## config.mk

```make
export PLATFORM = sky130hd
export DESIGN_NAME = fetch_prefetch_flat
export DESIGN_NICKNAME = d
export VERILOG_FILES = /design/src/rtl/fetch_prefetch_if.sv /design/src/rtl/fetch_prefetch.sv /design/src/flat_wrapper.sv
export SDC_FILE = /design/constraint.sdc
export NUM_CORES = 1
export LEC_CHECK = 0
export CORE_MARGIN = 2
export CORE_UTILIZATION = 40
export CTS_CLUSTER_DIAMETER = 30
export DETAILED_ROUTE_END_ITERATION = 6
export GPL_ROUTABILITY_DRIVEN = 0
export PLACE_DENSITY = 0.65
export SLEW_MARGIN = 40
export SYNTH_ARGS = -nofsm -noshare
export SYNTH_HDL_FRONTEND = slang
export SYNTH_SLANG_ARGS = --single-unit
```

## constraint.sdc

```tcl
create_clock -name clk -period 6.2 [get_ports clk]
set_input_delay 0.62 -clock clk [delete_from_list [all_inputs] [get_ports clk]]
set_output_delay 0.62 -clock clk [all_outputs]
set_load 0.1 [all_outputs]
```

## src/rtl/fetch_prefetch_if.sv

```systemverilog
// SRAM port shared by instruction fetch and data load/store traffic.
// The master drives address/write controls; the SRAM returns read data one cycle later.
interface fetch_prefetch_if #(
  parameter int A_WIDTH = 10,
  parameter int I_WIDTH = 17
);
  logic [A_WIDTH-1:0] mem_addr_o;
  logic               mem_wren_o;
  logic [I_WIDTH-1:0] mem_wdata_o;
  logic [I_WIDTH-1:0] mem_rdata_i;

  modport master (
    output mem_addr_o,
    output mem_wren_o,
    output mem_wdata_o,
    input  mem_rdata_i
  );

  modport slave (
    input  mem_addr_o,
    input  mem_wren_o,
    input  mem_wdata_o,
    output mem_rdata_i
  );
endinterface

```

## src/rtl/fetch_prefetch.sv

```systemverilog
// Instruction prefetcher: credit-limited fetch into a show-ahead FIFO, static branch
// prediction on each returning word, restart squash, and data-access priority on the SRAM.
module fetch_prefetch #(
  parameter int          I_WIDTH    = 17,
  parameter int          A_WIDTH    = 10,
  parameter int          O_WIDTH    = 5,
  parameter int          FIFO_DEPTH = 4,
  parameter int          BP_MODE    = 2,
  parameter int unsigned RESET_ADDR = 0
) (
  input  logic               clk,
  input  logic               rst_n_i,
  input  logic               dequeue_i,
  input  logic               restart_i,
  input  logic [A_WIDTH-1:0] restart_addr_i,
  input  logic               load_store_valid_i,
  input  logic               store_en_i,
  input  logic [A_WIDTH-1:0] load_store_addr_i,
  input  logic [I_WIDTH-1:0] store_data_i,
  output logic [I_WIDTH-1:0] load_data_o,
  output logic               load_data_valid_o,
  fetch_prefetch_if.master   mem,
  output logic [I_WIDTH-1:0] instruction_data_o,
  output logic [A_WIDTH-1:0] instruction_addr_o,
  output logic               instruction_pred_o,
  output logic               instruction_valid_o
);

  localparam int PTR_W = (FIFO_DEPTH > 1) ? $clog2(FIFO_DEPTH) : 1;
  localparam int CNT_W = $clog2(FIFO_DEPTH + 1);
  localparam logic [PTR_W-1:0] LAST_PTR = PTR_W'(FIFO_DEPTH - 1);
  localparam logic [CNT_W:0]   DEPTH_C  = (CNT_W + 1)'(FIFO_DEPTH);

  typedef struct packed {
    logic [I_WIDTH-1:0] data;
    logic [A_WIDTH-1:0] addr;
    logic               pred;
  } entry_t;

  entry_t             fifo_q [FIFO_DEPTH];
  logic [PTR_W-1:0]   wr_ptr_r, rd_ptr_r;
  logic [CNT_W-1:0]   count_r;
  logic [A_WIDTH-1:0] pc_r, pend_addr_r;
  logic               fetch_pend_r, load_pend_r;

  logic               ret, enq, deq, issue, ret_pred;
  logic [A_WIDTH-1:0] succ, fetch_addr;
  logic [CNT_W:0]     credit;
  entry_t             head;

  function automatic logic predict_taken(input logic [I_WIDTH-1:0] instr);
    logic signed [O_WIDTH-1:0] off;
    off = $signed(instr[O_WIDTH-1:0]);
    case (BP_MODE)
      1:       return instr[I_WIDTH-1];
      2:       return instr[I_WIDTH-1] && (off < 0);
      default: return 1'b0;
    endcase
  endfunction

  function automatic logic [A_WIDTH-1:0] branch_target(input logic [A_WIDTH-1:0] base,
                                                       input logic [I_WIDTH-1:0] instr);
    logic signed [A_WIDTH-1:0] off_ext;
    off_ext = A_WIDTH'($signed(instr[O_WIDTH-1:0]));
    return base + $unsigned(off_ext);
  endfunction

  function automatic logic [PTR_W-1:0] ptr_inc(input logic [PTR_W-1:0] p);
    return (p == LAST_PTR) ? '0 : p + PTR_W'(1);
  endfunction

  // A return's successor can be issued in the same cycle, giving one fetch per cycle.
  assign ret        = fetch_pend_r;
  assign ret_pred   = predict_taken(mem.mem_rdata_i);
  assign succ       = ret_pred ? branch_target(pend_addr_r, mem.mem_rdata_i)
                               : pend_addr_r + A_WIDTH'(1);
  assign fetch_addr = ret ? succ : pc_r;

  // Outstanding fetch counts as an occupied slot so the FIFO can never overflow.
  assign credit = {1'b0, count_r} + {{CNT_W{1'b0}}, fetch_pend_r};
  assign issue  = !load_store_valid_i && !restart_i && (credit < DEPTH_C);
  assign enq    = ret && !restart_i;
  assign deq    = dequeue_i && (count_r != '0) && !restart_i;

  always_comb begin
    mem.mem_addr_o  = fetch_addr;
    mem.mem_wren_o  = 1'b0;
    mem.mem_wdata_o = '0;
    if (load_store_valid_i) begin
      mem.mem_addr_o  = load_store_addr_i;
      mem.mem_wren_o  = store_en_i;
      mem.mem_wdata_o = store_data_i;
    end
  end

  always_ff @(posedge clk or negedge rst_n_i) begin
    if (!rst_n_i) begin
      pc_r         <= A_WIDTH'(RESET_ADDR);
      fetch_pend_r <= 1'b0;
      load_pend_r  <= 1'b0;
      count_r      <= '0;
      wr_ptr_r     <= '0;
      rd_ptr_r     <= '0;
    end else begin
      load_pend_r <= load_store_valid_i && !store_en_i;
      if (restart_i) begin
        count_r      <= '0;
        wr_ptr_r     <= '0;
        rd_ptr_r     <= '0;
        pc_r         <= restart_addr_i;
        fetch_pend_r <= 1'b0;
      end else begin
        if (enq) wr_ptr_r <= ptr_inc(wr_ptr_r);
        if (deq) rd_ptr_r <= ptr_inc(rd_ptr_r);
        case ({enq, deq})
          2'b10:   count_r <= count_r + CNT_W'(1);
          2'b01:   count_r <= count_r - CNT_W'(1);
          default: count_r <= count_r;
        endcase
        if (issue) begin
          fetch_pend_r <= 1'b1;
          pc_r         <= fetch_addr;
        end else if (ret) begin
          fetch_pend_r <= 1'b0;
          pc_r         <= succ;
        end
      end
    end
  end

  // Storage is only ever read behind a valid count, so it carries no reset.
  always_ff @(posedge clk) begin
    if (issue) pend_addr_r <= fetch_addr;
    if (enq)   fifo_q[wr_ptr_r] <= '{data: mem.mem_rdata_i, addr: pend_addr_r, pred: ret_pred};
  end

  assign head                = fifo_q[rd_ptr_r];
  assign instruction_valid_o = (count_r != '0);
  assign instruction_data_o  = instruction_valid_o ? head.data : '0;
  assign instruction_addr_o  = instruction_valid_o ? head.addr : '0;
  assign instruction_pred_o  = instruction_valid_o && head.pred;
  assign load_data_valid_o   = load_pend_r;
  assign load_data_o         = load_pend_r ? mem.mem_rdata_i : '0;

endmodule

```

## src/flat_wrapper.sv

```systemverilog
// flat-port wrapper written by rule: the top's interface ports become plain ports
module fetch_prefetch_flat 
#(
  parameter int          I_WIDTH    = 17,
  parameter int          A_WIDTH    = 10,
  parameter int          O_WIDTH    = 5,
  parameter int          FIFO_DEPTH = 4,
  parameter int          BP_MODE    = 2,
  parameter int unsigned RESET_ADDR = 0
)
  (clk, rst_n_i, dequeue_i, restart_i, restart_addr_i, load_store_valid_i, store_en_i, load_store_addr_i, store_data_i, load_data_o, load_data_valid_o, instruction_data_o, instruction_addr_o, instruction_pred_o, instruction_valid_o, mem_mem_addr_o, mem_mem_wren_o, mem_mem_wdata_o, mem_mem_rdata_i);
  fetch_prefetch_if #(.A_WIDTH(A_WIDTH), .I_WIDTH(I_WIDTH)) mem_i ();
  input  logic clk;
  input  logic rst_n_i;
  input  logic dequeue_i;
  input  logic restart_i;
  input  logic [A_WIDTH-1:0] restart_addr_i;
  input  logic load_store_valid_i;
  input  logic store_en_i;
  input  logic [A_WIDTH-1:0] load_store_addr_i;
  input  logic [I_WIDTH-1:0] store_data_i;
  output logic [I_WIDTH-1:0] load_data_o;
  output logic load_data_valid_o;
  output logic [I_WIDTH-1:0] instruction_data_o;
  output logic [A_WIDTH-1:0] instruction_addr_o;
  output logic instruction_pred_o;
  output logic instruction_valid_o;
  output wire logic [$bits(mem_i.mem_addr_o)-1:0] mem_mem_addr_o;
  output wire logic [$bits(mem_i.mem_wren_o)-1:0] mem_mem_wren_o;
  output wire logic [$bits(mem_i.mem_wdata_o)-1:0] mem_mem_wdata_o;
  input wire logic [$bits(mem_i.mem_rdata_i)-1:0] mem_mem_rdata_i;
  assign mem_mem_addr_o = mem_i.mem_addr_o;
  assign mem_mem_wren_o = mem_i.mem_wren_o;
  assign mem_mem_wdata_o = mem_i.mem_wdata_o;
  assign mem_i.mem_rdata_i = mem_mem_rdata_i;
  fetch_prefetch #(.I_WIDTH(I_WIDTH), .A_WIDTH(A_WIDTH), .O_WIDTH(O_WIDTH), .FIFO_DEPTH(FIFO_DEPTH), .BP_MODE(BP_MODE), .RESET_ADDR(RESET_ADDR)) u_core (.clk(clk), .rst_n_i(rst_n_i), .dequeue_i(dequeue_i), .restart_i(restart_i), .restart_addr_i(restart_addr_i), .load_store_valid_i(load_store_valid_i), .store_en_i(store_en_i), .load_store_addr_i(load_store_addr_i), .store_data_i(store_data_i), .load_data_o(load_data_o), .load_data_valid_o(load_data_valid_o), .mem(mem_i), .instruction_data_o(instruction_data_o), .instruction_addr_o(instruction_addr_o), .instruction_pred_o(instruction_pred_o), .instruction_valid_o(instruction_valid_o));
endmodule
```

==> results.md <==
- Status: finished clean
- Remaining antenna violation count: 0
- Leakage power: 3.084 nW
- Via count: 3954
- CP max FO: 10
- Total gr overflow: 0
- Setup tns final: 0 ns
- Initial Util: 40.84%
- Crit-path cells: clkdlybuf4s50_1, and2_1, nand2b_1, ha_1, fa_1, a211oi_2, nor3_1, a2111o_1, o221ai_2, mux2_2, buf_4
- Syn Nets: 493
- Max Clock Skew: 0.01245 ns
- CTS Buf Count: 17
- Sequential cell area: 4143 sq um
- DP Cell Count: 755
- Number of port buffers: 134
- Cell Rows: 46
- Fin crit period: 4.572 ns
- Die area: 17190 sq um
- H-tree depth: 4
- CTS Root Cell: clkbuf_16
- CP bufs+invs: 2
- Multi-input logic area: 2220 sq um
- Final worst-path cycle share: 73.74%
- TritonCTS clock tree: yes
- Maxcap violations: 0
- DRT Pass-1 Iters: 5
- Vias in the first global route: 4124
- Layout cells sized above 1: 30.47%
- CP Data Required Time: 5.58 ns
- Unrepaired setup endpoints after global routing: no
- Initial antenna violation count: 0
- Actual slew at the worst max-slew pin: 0.7506 ns
- Post-DR wirelength/cell: 16.53 um
- DRC: 0
- Crit-path slowest cell: clkdlybuf4s50_1
- Final wirelength: 13010 um
- CTS Sinks: 141
- Type of origin of the critical path: primary input
- Final Max Tran Viols: 0
- PwrDens: 478.6 nW/um^2
- Final core utilization: 52.25%
- Post-synth ARST share: 13.48%
- # resized after CTS: 0
- Commonest non-fill, non-tap cells in the layout: 122 x edfxtp_1, 73 x buf_2, 58 x clkdlybuf4s50_1
- Global-route wire length before repair: 21230 um
- Post-CTS setup buffer count: 0
- Sequential area share after synthesis: 64.03%
- Total track usage: 15.72%
- Ant diodes: 0
- Vias per cell: 5.024
- Reg2reg start: u_core.pend_addr_r[0]$_DFFE_PP_
- Top_reg_cell synth: edfxtp_1
- Synthesis warning total: 0
- Yosys cell types: 47
- Synth Area per Inst: 15.50 sq um
- Crit path from: mem_mem_rdata_i[16]
- Commonest non-fill, non-tap cell in the layout: edfxtp_1
- # setup viols final: 0
- # fillers: 1302
- IO Pins: 135
- Endpoints failing hold: 0
- Area grow syn2layout: 27.95%
- Delay-heaviest family, CP: buffers and inverters
- Post-synth EDFFs: 122
- Nature of the critical path endpoint: output port
- Die Width: 131.1 um
- Critical path's largest stage delay: 0.66 ns
- Final net count: 634
- Fmax: 0.2187 GHz
- Syn Std Cell Area: 6464 sq um
- Post-DP HPWL: 8595 um
- Crit path DAT: 3.95 ns
- Clock transition at path regs: 0.06 ns
- Kind of critical path: in2out
- Count of hold-fix buffers inserted at cts: 0
- Max IR drop VDD: 0.3357 mV
- CORE AREA: 15830 sq um
- Synthesized instance count: 417
- Slew margin rel.: 49.58%
- Fin cells: 787
- CTS max path bufs: 2
- Chip height: 131.1 um
- Drt first-iter violations: 229
- Hold Path Class: in2async
- Largest net degree at the start of global routing: 36
- Clk_lat worst skew: 0.41 ns
- Yosys reg bits: 141
[metal layers]
metal | up-vias | GRT usage [%] | part of all wire [%]
li1 | 1869 | - | -
met3 | 4 | 4.707 | 6.1
met5 | - | 0 | 0
met1 | 1936 | 20.37 | 45
met4 | 0 | 3.804 | 0.36
met2 | 145 | 26.17 | 49
[Yosys cell counts, drive strengths merged, types with 2 or more instances]
cell,count,area (sq um)
edfxtp,122,3664
and2,42,265.3
nor2b,31,193.9
mux4,28,630.6
dfrtp,19,475.5
mux2,17,191.4
nor2,16,60.06
ha,14,175.2
clkbuf,13,48.80
nand2,13,48.80
inv,10,37.53
o21ai,10,50.05
buf,8,38.78
a21oi,7,35.03
nand2b,7,43.79
a211oi,6,55.05
a21o,5,38.79
mux2i,5,50.05
nand3,5,25.02
and3,4,25.02
nor3,4,20.02
o221ai,4,41.29
xnor2,3,26.28
a2111o,2,22.52
a22oi,2,15.01
fa,2,40.04
nand4,2,12.51
nor4,2,12.51
o211ai,2,15.01
xor2,2,17.52
[area by class of cell]
cell class | instances | share of cell area, %
Clock buffer | 17 | 5.144
Clock inverter | 15 | 1.679
Inverter | 10 | 0.4539
Multi-Input combinational cell | 245 | 26.84
Sequential cell | 141 | 50.09
Tap cell | 216 | 3.268
Timing Repair Buffer | 143 | 12.53
[where the power goes]
part | internal [mW] | total (mW) | switching [mW]
clock | 0.557 | 0.947 | 0.390
combinational | 0.405 | 1.80 | 1.39
sequential | 1.11 | 1.21 | 0.0984
[state kept, by name (all words and copies together), names as in the netlist]
name and cells:
u_core.load_data_valid_o 1, u_core.fetch_pend_r 1, u_core.fifo_q 112, u_core.pc_r 10, u_core.rd_ptr_r 2, u_core.pend_addr_r 10
u_core.wr_ptr_r 2, u_core.count_r 3
[per-stage QoR]
step | hold WS, ns | area (sq um) | worst slack, ns | power (mW)
global placement | 0.5343 | 8060 | 1.490 | 3.164
detailed placement | 0.5523 | 7706 | 1.672 | 3.049
global route | 0.1672 | 8270 | 1.452 | 4.131
CTS | 0.1489 | 8270 | 1.668 | 3.999
finish | 0.1453 | 8270 | 1.628 | 3.958
floorplan | 0.3244 | 6464 | 1.576 | 2.727
[cells by family after synthesis]
logic type	share of synthesized area (%)
xor+xnor	0.6776
simple gates	11.27
fa+ha+maj	3.330
mux	13.49
buf+inv	1.936
flops	64.03
compound gates	5.265
[path summary, 6_finish.rpt]
check | endpoint | slack (ns) | cells after the start
worst max-delay path | mem_mem_addr_o[8] | 1.63 | 11
worst min-delay path | u_core.count_r[2]$_DFFE_PN0P_ | 0.15 | 1
worst max register to register | u_core.pc_r[8]$_DFF_PN0_ | 3.70 | 7
worst min register to register | u_core.rd_ptr_r[1]$_DFFE_PN0P_ | 0.57 | 2
max in group asynchronous | u_core.rd_ptr_r[0]$_DFFE_PN0P_ | 5.71 | 1
min in group clk | u_core.rd_ptr_r[1]$_DFFE_PN0P_ | 0.57 | 2
Note: power is estimated with default switching activity, not from simulation.
